$ cat src/rtl/vp_filter_ctrl_if.sv
// Register bus between a host (master) and vp_filter_ctrl (slave).
// Single-cycle write/read strobes; read data returns one cycle later with cfg_rvalid.
interface vp_filter_ctrl_if;
  logic        cfg_wr_en;
  logic        cfg_rd_en;
  logic [1:0]  cfg_addr;
  logic [31:0] cfg_wdata;
  logic [31:0] cfg_rdata;
  logic        cfg_rvalid;

  modport master (
    output cfg_wr_en, cfg_rd_en, cfg_addr, cfg_wdata,
    input  cfg_rdata, cfg_rvalid
  );

  modport slave (
    input  cfg_wr_en, cfg_rd_en, cfg_addr, cfg_wdata,
    output cfg_rdata, cfg_rvalid
  );
endinterface

$ cat src/rtl/vp_filter_ctrl.sv
// vp_filter_ctrl: frame-synchronous controller around the 3x3 median luma filter.
// Forwards the stream to the filter, selects filtered / latency-matched bypass /
// blanked luma at the output, applies CTRL only at frame starts, and measures
// line length and line count per frame (sticky HERR/VERR, frame counter).
module vp_filter_ctrl #(
  parameter int IMG_HDISP = 1280,
  parameter int IMG_VDISP = 720,
  parameter int FILT_LAT  = 3
) (
  input  logic            clk,
  input  logic            rst_n,
  vp_filter_ctrl_if.slave cfg,
  input  logic            per_frame_vsync,
  input  logic            per_frame_href,
  input  logic            per_frame_clken,
  input  logic [7:0]      per_y,
  output logic            flt_frame_vsync,
  output logic            flt_frame_href,
  output logic            flt_frame_clken,
  output logic [7:0]      flt_y,
  input  logic            flt_post_vsync,
  input  logic            flt_post_href,
  input  logic            flt_post_clken,
  input  logic [7:0]      flt_post_y,
  output logic            post_frame_vsync,
  output logic            post_frame_href,
  output logic            post_frame_clken,
  output logic [7:0]      post_y
);
  localparam logic [1:0]  ST_IDLE  = 2'd0;
  localparam logic [1:0]  ST_FRAME = 2'd1;
  localparam logic [1:0]  ST_LINE  = 2'd2;
  localparam logic [1:0]  ST_EOF   = 2'd3;
  localparam logic [11:0] HDISP    = 12'(IMG_HDISP);
  localparam logic [10:0] VDISP    = 11'(IMG_VDISP);

  // CTRL is kept packed as {bval[7:0], blank, en}
  logic [9:0]  ctrl_shadow_reg, ctrl_active_reg, sel_in, sel_out;
  logic [10:0] byp_out;
  logic        vs_q_reg, hs_q_reg;
  logic        vs_rise, vs_fall, hs_rise, hs_fall;
  logic        wr_ctrl, wr_status, unused_wdata;
  logic [1:0]  state_reg, state_next;
  logic [11:0] pix_cnt_reg, pix_cnt_next, last_pix_reg;
  logic [10:0] line_cnt_reg, line_cnt_next, last_lines_reg;
  logic        eol, eof;
  logic        herr_reg, verr_reg;
  logic [15:0] frame_cnt_reg;
  logic [31:0] rd_mux;

  // The filter sees the input stream untouched
  assign flt_frame_vsync = per_frame_vsync;
  assign flt_frame_href  = per_frame_href;
  assign flt_frame_clken = per_frame_clken;
  assign flt_y           = per_y;

  assign vs_rise   = per_frame_vsync & ~vs_q_reg;
  assign vs_fall   = ~per_frame_vsync & vs_q_reg;
  assign hs_rise   = per_frame_href & ~hs_q_reg;
  assign hs_fall   = ~per_frame_href & hs_q_reg;
  assign wr_ctrl   = cfg.cfg_wr_en && (cfg.cfg_addr == 2'd0);
  assign wr_status = cfg.cfg_wr_en && (cfg.cfg_addr == 2'd1);
  assign unused_wdata = ^{cfg.cfg_wdata[31:16], cfg.cfg_wdata[7:3]};

  // Sync copies reset high so a vsync already high at reset release is not taken as a frame start
  always_ff @(posedge clk or negedge rst_n) begin
    if (!rst_n) begin
      vs_q_reg <= 1'b1;
      hs_q_reg <= 1'b1;
    end else begin
      vs_q_reg <= per_frame_vsync;
      hs_q_reg <= per_frame_href;
    end
  end

  // Shadow takes writes; active copies the pre-write shadow only at a vsync rise
  always_ff @(posedge clk or negedge rst_n) begin
    if (!rst_n) begin
      ctrl_shadow_reg <= 10'h001;
      ctrl_active_reg <= 10'h001;
    end else begin
      if (vs_rise)
        ctrl_active_reg <= ctrl_shadow_reg;
      if (wr_ctrl)
        ctrl_shadow_reg <= {cfg.cfg_wdata[15:8], cfg.cfg_wdata[1], cfg.cfg_wdata[0]};
    end
  end

  // Selection entering the pipe already reflects the frame that starts this cycle
  assign sel_in = vs_rise ? ctrl_shadow_reg : ctrl_active_reg;

  for (genvar gi = 0; gi < FILT_LAT; gi++) begin : g_dly
    logic [10:0] byp_reg;
    logic [9:0]  sel_reg;
    logic [10:0] byp_d;
    logic [9:0]  sel_d;
    if (gi == 0) begin : g_head
      assign byp_d = {per_frame_vsync, per_frame_href, per_frame_clken, per_y};
      assign sel_d = sel_in;
    end else begin : g_body
      assign byp_d = g_dly[gi-1].byp_reg;
      assign sel_d = g_dly[gi-1].sel_reg;
    end
    // One stage of the bypass delay line and its matching selection stage
    always_ff @(posedge clk or negedge rst_n) begin
      if (!rst_n) begin
        byp_reg <= '0;
        sel_reg <= '0;
      end else begin
        byp_reg <= byp_d;
        sel_reg <= sel_d;
      end
    end
  end

  assign byp_out = g_dly[FILT_LAT-1].byp_reg;
  assign sel_out = g_dly[FILT_LAT-1].sel_reg;

  // Output register: path select by EN, luma forced to BVAL when BLANK
  always_ff @(posedge clk or negedge rst_n) begin
    if (!rst_n) begin
      post_frame_vsync <= 1'b0;
      post_frame_href  <= 1'b0;
      post_frame_clken <= 1'b0;
      post_y           <= 8'd0;
    end else begin
      post_frame_vsync <= sel_out[0] ? flt_post_vsync : byp_out[10];
      post_frame_href  <= sel_out[0] ? flt_post_href  : byp_out[9];
      post_frame_clken <= sel_out[0] ? flt_post_clken : byp_out[8];
      post_y           <= sel_out[1] ? sel_out[9:2]
                        : (sel_out[0] ? flt_post_y : byp_out[7:0]);
    end
  end

  // Geometry FSM: next state, saturating counters and end-of-line detection
  always_comb begin
    state_next    = state_reg;
    pix_cnt_next  = pix_cnt_reg;
    line_cnt_next = line_cnt_reg;
    eol           = 1'b0;
    case (state_reg)
      ST_IDLE: begin
        if (vs_rise) begin
          line_cnt_next = 11'd0;
          state_next    = ST_FRAME;
        end
      end
      ST_FRAME: begin
        if (vs_fall) begin
          state_next = ST_EOF;
        end else if (hs_rise) begin
          // the pixel arriving with the href rise belongs to the new line
          pix_cnt_next = {11'd0, per_frame_clken};
          state_next   = ST_LINE;
        end
      end
      ST_LINE: begin
        if (vs_fall) begin
          eol        = 1'b1;
          state_next = ST_EOF;
        end else if (hs_fall) begin
          eol        = 1'b1;
          state_next = ST_FRAME;
        end else if (per_frame_href && per_frame_clken && (pix_cnt_reg != 12'hFFF)) begin
          pix_cnt_next = pix_cnt_reg + 12'd1;
        end
      end
      default: state_next = ST_IDLE;
    endcase
    if (eol && (line_cnt_reg != 11'h7FF))
      line_cnt_next = line_cnt_reg + 11'd1;
  end

  assign eof = (state_reg == ST_EOF);

  // FSM state, counters and the line/frame measurement results
  always_ff @(posedge clk or negedge rst_n) begin
    if (!rst_n) begin
      state_reg      <= ST_IDLE;
      pix_cnt_reg    <= 12'd0;
      line_cnt_reg   <= 11'd0;
      last_pix_reg   <= 12'd0;
      last_lines_reg <= 11'd0;
      frame_cnt_reg  <= 16'd0;
    end else begin
      state_reg    <= state_next;
      pix_cnt_reg  <= pix_cnt_next;
      line_cnt_reg <= line_cnt_next;
      if (eol)
        last_pix_reg <= pix_cnt_reg;
      if (eof) begin
        last_lines_reg <= line_cnt_reg;
        frame_cnt_reg  <= frame_cnt_reg + 16'd1;
      end
    end
  end

  // Sticky errors: a new error in the same cycle as its W1C keeps the bit set
  always_ff @(posedge clk or negedge rst_n) begin
    if (!rst_n) begin
      herr_reg <= 1'b0;
      verr_reg <= 1'b0;
    end else begin
      if (eol && (pix_cnt_reg != HDISP))
        herr_reg <= 1'b1;
      else if (wr_status && cfg.cfg_wdata[1])
        herr_reg <= 1'b0;
      if (eof && (line_cnt_reg != VDISP))
        verr_reg <= 1'b1;
      else if (wr_status && cfg.cfg_wdata[2])
        verr_reg <= 1'b0;
    end
  end

  // Register read decode
  always_comb begin
    rd_mux = 32'd0;
    case (cfg.cfg_addr)
      2'd0:    rd_mux = {16'd0, ctrl_shadow_reg[9:2], 6'd0, ctrl_shadow_reg[1:0]};
      2'd1:    rd_mux = {frame_cnt_reg, 13'd0, verr_reg, herr_reg, per_frame_vsync};
      2'd2:    rd_mux = {5'd0, last_lines_reg, 4'd0, last_pix_reg};
      default: rd_mux = 32'd0;
    endcase
  end

  // Read response: data sampled in the strobe cycle, returned one cycle later
  always_ff @(posedge clk or negedge rst_n) begin
    if (!rst_n) begin
      cfg.cfg_rdata  <= 32'd0;
      cfg.cfg_rvalid <= 1'b0;
    end else begin
      cfg.cfg_rvalid <= cfg.cfg_rd_en;
      if (cfg.cfg_rd_en)
        cfg.cfg_rdata <= rd_mux;
    end
  end
endmodule

$ cat src/flat_wrapper.sv
// flat-port wrapper written by rule: the top's interface ports become plain ports
module vp_filter_ctrl_flat 
#(
  parameter int IMG_HDISP = 1280,
  parameter int IMG_VDISP = 720,
  parameter int FILT_LAT  = 3
)
  (clk, rst_n, per_frame_vsync, per_frame_href, per_frame_clken, per_y, flt_frame_vsync, flt_frame_href, flt_frame_clken, flt_y, flt_post_vsync, flt_post_href, flt_post_clken, flt_post_y, post_frame_vsync, post_frame_href, post_frame_clken, post_y, cfg_cfg_wr_en, cfg_cfg_rd_en, cfg_cfg_addr, cfg_cfg_wdata, cfg_cfg_rdata, cfg_cfg_rvalid);
  vp_filter_ctrl_if cfg_i ();
  input  logic clk;
  input  logic rst_n;
  input  logic per_frame_vsync;
  input  logic per_frame_href;
  input  logic per_frame_clken;
  input  logic [7:0] per_y;
  output logic flt_frame_vsync;
  output logic flt_frame_href;
  output logic flt_frame_clken;
  output logic [7:0] flt_y;
  input  logic flt_post_vsync;
  input  logic flt_post_href;
  input  logic flt_post_clken;
  input  logic [7:0] flt_post_y;
  output logic post_frame_vsync;
  output logic post_frame_href;
  output logic post_frame_clken;
  output logic [7:0] post_y;
  input wire logic [$bits(cfg_i.cfg_wr_en)-1:0] cfg_cfg_wr_en;
  input wire logic [$bits(cfg_i.cfg_rd_en)-1:0] cfg_cfg_rd_en;
  input wire logic [$bits(cfg_i.cfg_addr)-1:0] cfg_cfg_addr;
  input wire logic [$bits(cfg_i.cfg_wdata)-1:0] cfg_cfg_wdata;
  output wire logic [$bits(cfg_i.cfg_rdata)-1:0] cfg_cfg_rdata;
  output wire logic [$bits(cfg_i.cfg_rvalid)-1:0] cfg_cfg_rvalid;
  assign cfg_i.cfg_wr_en = cfg_cfg_wr_en;
  assign cfg_i.cfg_rd_en = cfg_cfg_rd_en;
  assign cfg_i.cfg_addr = cfg_cfg_addr;
  assign cfg_i.cfg_wdata = cfg_cfg_wdata;
  assign cfg_cfg_rdata = cfg_i.cfg_rdata;
  assign cfg_cfg_rvalid = cfg_i.cfg_rvalid;
  vp_filter_ctrl #(.IMG_HDISP(IMG_HDISP), .IMG_VDISP(IMG_VDISP), .FILT_LAT(FILT_LAT)) u_core (.clk(clk), .rst_n(rst_n), .cfg(cfg_i), .per_frame_vsync(per_frame_vsync), .per_frame_href(per_frame_href), .per_frame_clken(per_frame_clken), .per_y(per_y), .flt_frame_vsync(flt_frame_vsync), .flt_frame_href(flt_frame_href), .flt_frame_clken(flt_frame_clken), .flt_y(flt_y), .flt_post_vsync(flt_post_vsync), .flt_post_href(flt_post_href), .flt_post_clken(flt_post_clken), .flt_post_y(flt_post_y), .post_frame_vsync(post_frame_vsync), .post_frame_href(post_frame_href), .post_frame_clken(post_frame_clken), .post_y(post_y));
endmodule
$ cat config.mk
export PLATFORM = sky130hd
export DESIGN_NAME = vp_filter_ctrl_flat
export DESIGN_NICKNAME = d
export VERILOG_FILES = /design/src/rtl/vp_filter_ctrl_if.sv /design/src/rtl/vp_filter_ctrl.sv /design/src/flat_wrapper.sv
export SDC_FILE = /design/constraint.sdc
export NUM_CORES = 1
export LEC_CHECK = 0
export CORE_MARGIN = 2
export CORE_UTILIZATION = 40
export CTS_BUF_LIST = sky130_fd_sc_hd__clkbuf_8
export CTS_CLUSTER_SIZE = 40
export DETAILED_ROUTE_END_ITERATION = 7
export PLACE_DENSITY = 0.64
export SLEW_MARGIN = 10
export SYNTH_ARGS = -nofsm -noshare
export SYNTH_HDL_FRONTEND = slang
export SYNTH_SLANG_ARGS = --single-unit
export TNS_END_PERCENT = 20
$ cat constraint.sdc
create_clock -name clk -period 2 [get_ports clk]
set_input_delay 0.3 -clock clk [delete_from_list [all_inputs] [get_ports clk]]
set_output_delay 0.3 -clock clk [all_outputs]
set_load 0.02 [all_outputs]
==> results of run 1 <==
worst max-delay path by stage:
stage                     cells after the start                  start                      to  slack [ns]
after floorplan                               7  u_core.pix_cnt_reg[0]   u_core.pix_cnt_reg[9]        0.27
final                                         3        per_frame_clken         flt_frame_clken        0.14
after global routing                          5    u_core.state_reg[0]   u_core.pix_cnt_reg[3]        0.04
after CTS                                     3        per_frame_clken         flt_frame_clken        0.12
after global placement                        6        per_frame_vsync   u_core.pix_cnt_reg[2]        0.09
after detailed placement                      6         per_frame_href  u_core.line_cnt_reg[9]        0.02
power breakdown:
part | internal (mW) | total (mW) | switching [mW]
registers | 4.43 | 4.93 | 0.503
logic | 1.03 | 2.07 | 1.03
clock network | 0.953 | 2.49 | 1.54
total | 6.42 | 9.49 | 3.07
area by class of cell:
type,instances,share of cell area
clock buffers,17,0.02545
clock inverters,15,0.01905
inverters,38,0.01551
multi-input cells,345,0.2668
flip-flops and latches,186,0.5067
well taps,234,0.03184
repair buffers,124,0.1346
critical path, stage by stage:
cell and delay, ns:
clkdlybuf4s50_1 0.53, buf_4 0.14, clkdlybuf4s50_1 0.59
timing repair:
action                                  in CTS  in global routing
endpoints found under the setup margin       0                  0
hold buffers                                 1                  0
endpoints found under the hold margin       41                  0
cells by family after synthesis:
logic type / Yosys count
compound gates: 114
flops: 186
simple gates: 154
mux: 56
buf+inv: 79
fa+ha+maj: 5
xor+xnor: 16
layer usage:
metal,global-route usage,share of wire
met2,0.2739,0.49
met4,0.06000,0.015
met5,0,0
met3,0.03974,0.046
met1,0.2204,0.45
stage by stage:
step           utilization  instances  area, µm²  setup slack, ns
4_1_cts             0.4949        959       9195           0.1239
5_1_grt             0.4949        959       9195          0.03545
3_3_place_gp        0.4723        926       8776          0.09084
3_5_place_dp        0.4723        926       8776          0.01843
2_1_floorplan            -        610       7516           0.2726
6_report            0.4949        959       9195           0.1412
layout by cell type (no fill, tap or decap), types with 8 or more instances in the layout:
cell	instances
dfrtp_1	182
mux2i_1	17
nand2_1	33
xnor2_1	11
buf_4	24
o22ai_1	13
a22oi_1	13
o21ai_0	31
clkdlybuf4s50_1	91
nand2b_1	11
clkbuf_8	17
mux2_2	31
nor2_1	23
inv_1	38
mux2_1	8
nand3_1	34
a21oi_1	23
nand4_1	13
==> run summary, run 1 <==
Period utilization: 0.9294
Number of flops mapped to enable cells by yosys: 0
R2R setup slack: 0.16 ns
Tot Pwr: 9.488 mW
Crit-path max FO: 2
XOR/XNOR Fraction of Synth Area: 0.01864
Yosys cell types: 62
Critical Path AT: 1.56 ns
CP Class: input port to output port
Post-layout min period: 1.859 ns
Mux contribution to synthesized area: 0.08107
Post-synth ARST share: 1.000
Power density over the cells: 1032 nW/µm²
Root Driver: clkbuf_8
IO Count: 115
Placer Congestion: 0.8271
Global-route wire length before repair: 26150 µm
Syn Std Cell Area: 7516 µm²
Die Ht: 141.1 µm
Clk pin slew, worst setup/hold paths: 0.10 ns
Flop and latch count out of synthesis: 186
Adder-cell share of the synthesized area: 0.008324
Layout cell share with drive strength beyond 1: 0.1641
Ys flop type: dfrtp_1
Die X: 141.1 µm
Gr usage total: 0.1679
Reg2Reg Launch Point: u_core.state_reg[0]
Hold Path Sink: u_core.cfg.cfg_rvalid
Min Hold Slack: 0.1841 ns
Antenna fix cells: 0
Die ar.: 19900 µm²
Register area share after synthesis: 0.6199
Static Leakage: 3.941 nW
Critical Path RT: 1.70 ns
Worst Setup Start Kind: input port
Initial Utilization: 0.4045
Skew final: 0.02099 ns
Share of the synthesized area in the top cell type: 0.6060
CTS max path bufs: 2
Largest net degree at the start of global routing: 55
# fillers: 1625
Max reg flops: 32
Buffers inserted by post-CTS timing repair: 0
Hold Path Class: input port to flop
Most frequent cell after synthesis: dfrtp_1
Worst slew pin tran: 0.6381 ns
F_max: 538.0 MHz
GRT overflow: 0
Drt drc: 0
Post-CTS sizing: 0
Core Region: 18580 µm²
Hpwl dp: 11280 µm
DR pass1 iterations: 5
1st-iter DRT viols: 335
Ys Warns: 0
Simple-gate share of the synthesized area: 0.1152
Final Max Tran Viols: 0
Max cap viols: 0
Setup TNS: 0 ns
Area of the multi-input gates: 2454 µm²
Worst Reg-to-Reg Cells: 5
CTS Buf Count: 17
Total number of vias: 4951
Initial antenna violation count: 0
Largest area contributor in the netlist: dfrtp_1
WL/cell: 16.29 µm
Post-layout nets: 777
Synth top cells by count: 182 x dfrtp_1, 38 x inv_1, 34 x nand3_1
Post-synthesis cell count: 610
Area occupied by registers: 4659 µm²
Hold Path Cell Cnt: 1
RSZ-0062 raised after global routing: no
Final ANT Viol Nets: 0
CTS tree: done
CP Capture Type: output port
R2R Path End: u_core.pix_cnt_reg[3]
I/O Buffers: 93
CTS H-tree lvls: 4
CTS Sinks: 186
Largest family of logic cells by synthesized area: simple AND/OR/NAND/NOR gates
Net Count, Synth: 675
Endpoints failing hold: 0
Clock Latency Late Sink: 0.48 ns
Max_slew headroom: 0.5746
Syn Area/Cell: 12.32 µm²
Routed WL: 15620 µm
Hold path start: cfg_cfg_rd_en
Status: finished clean
Vias in the first global route: 5168
Compound-gate portion of the synthesized area: 0.1032
Dominant cells by area after synthesis: dfrtp_1 61%, mux2_2 4.6%, mux2i_1 2.3%, nand3_1 2.3%, o21ai_0 2.1%
Worst IR Drop VDD: 0.3984 mV
Via-to-Cell Ratio: 5.163
Setup violations, final: 0
Synth-to-Final Area Change: 22.34%
# rows: 50
(Power assumes the default switching activity.)
==> inputs of run 2 (changes only) <==
CAP_MARGIN = 0   (was unset)
==> results of run 2 <==
The final DEF is identical to that of run 1; final timing and power are the same.
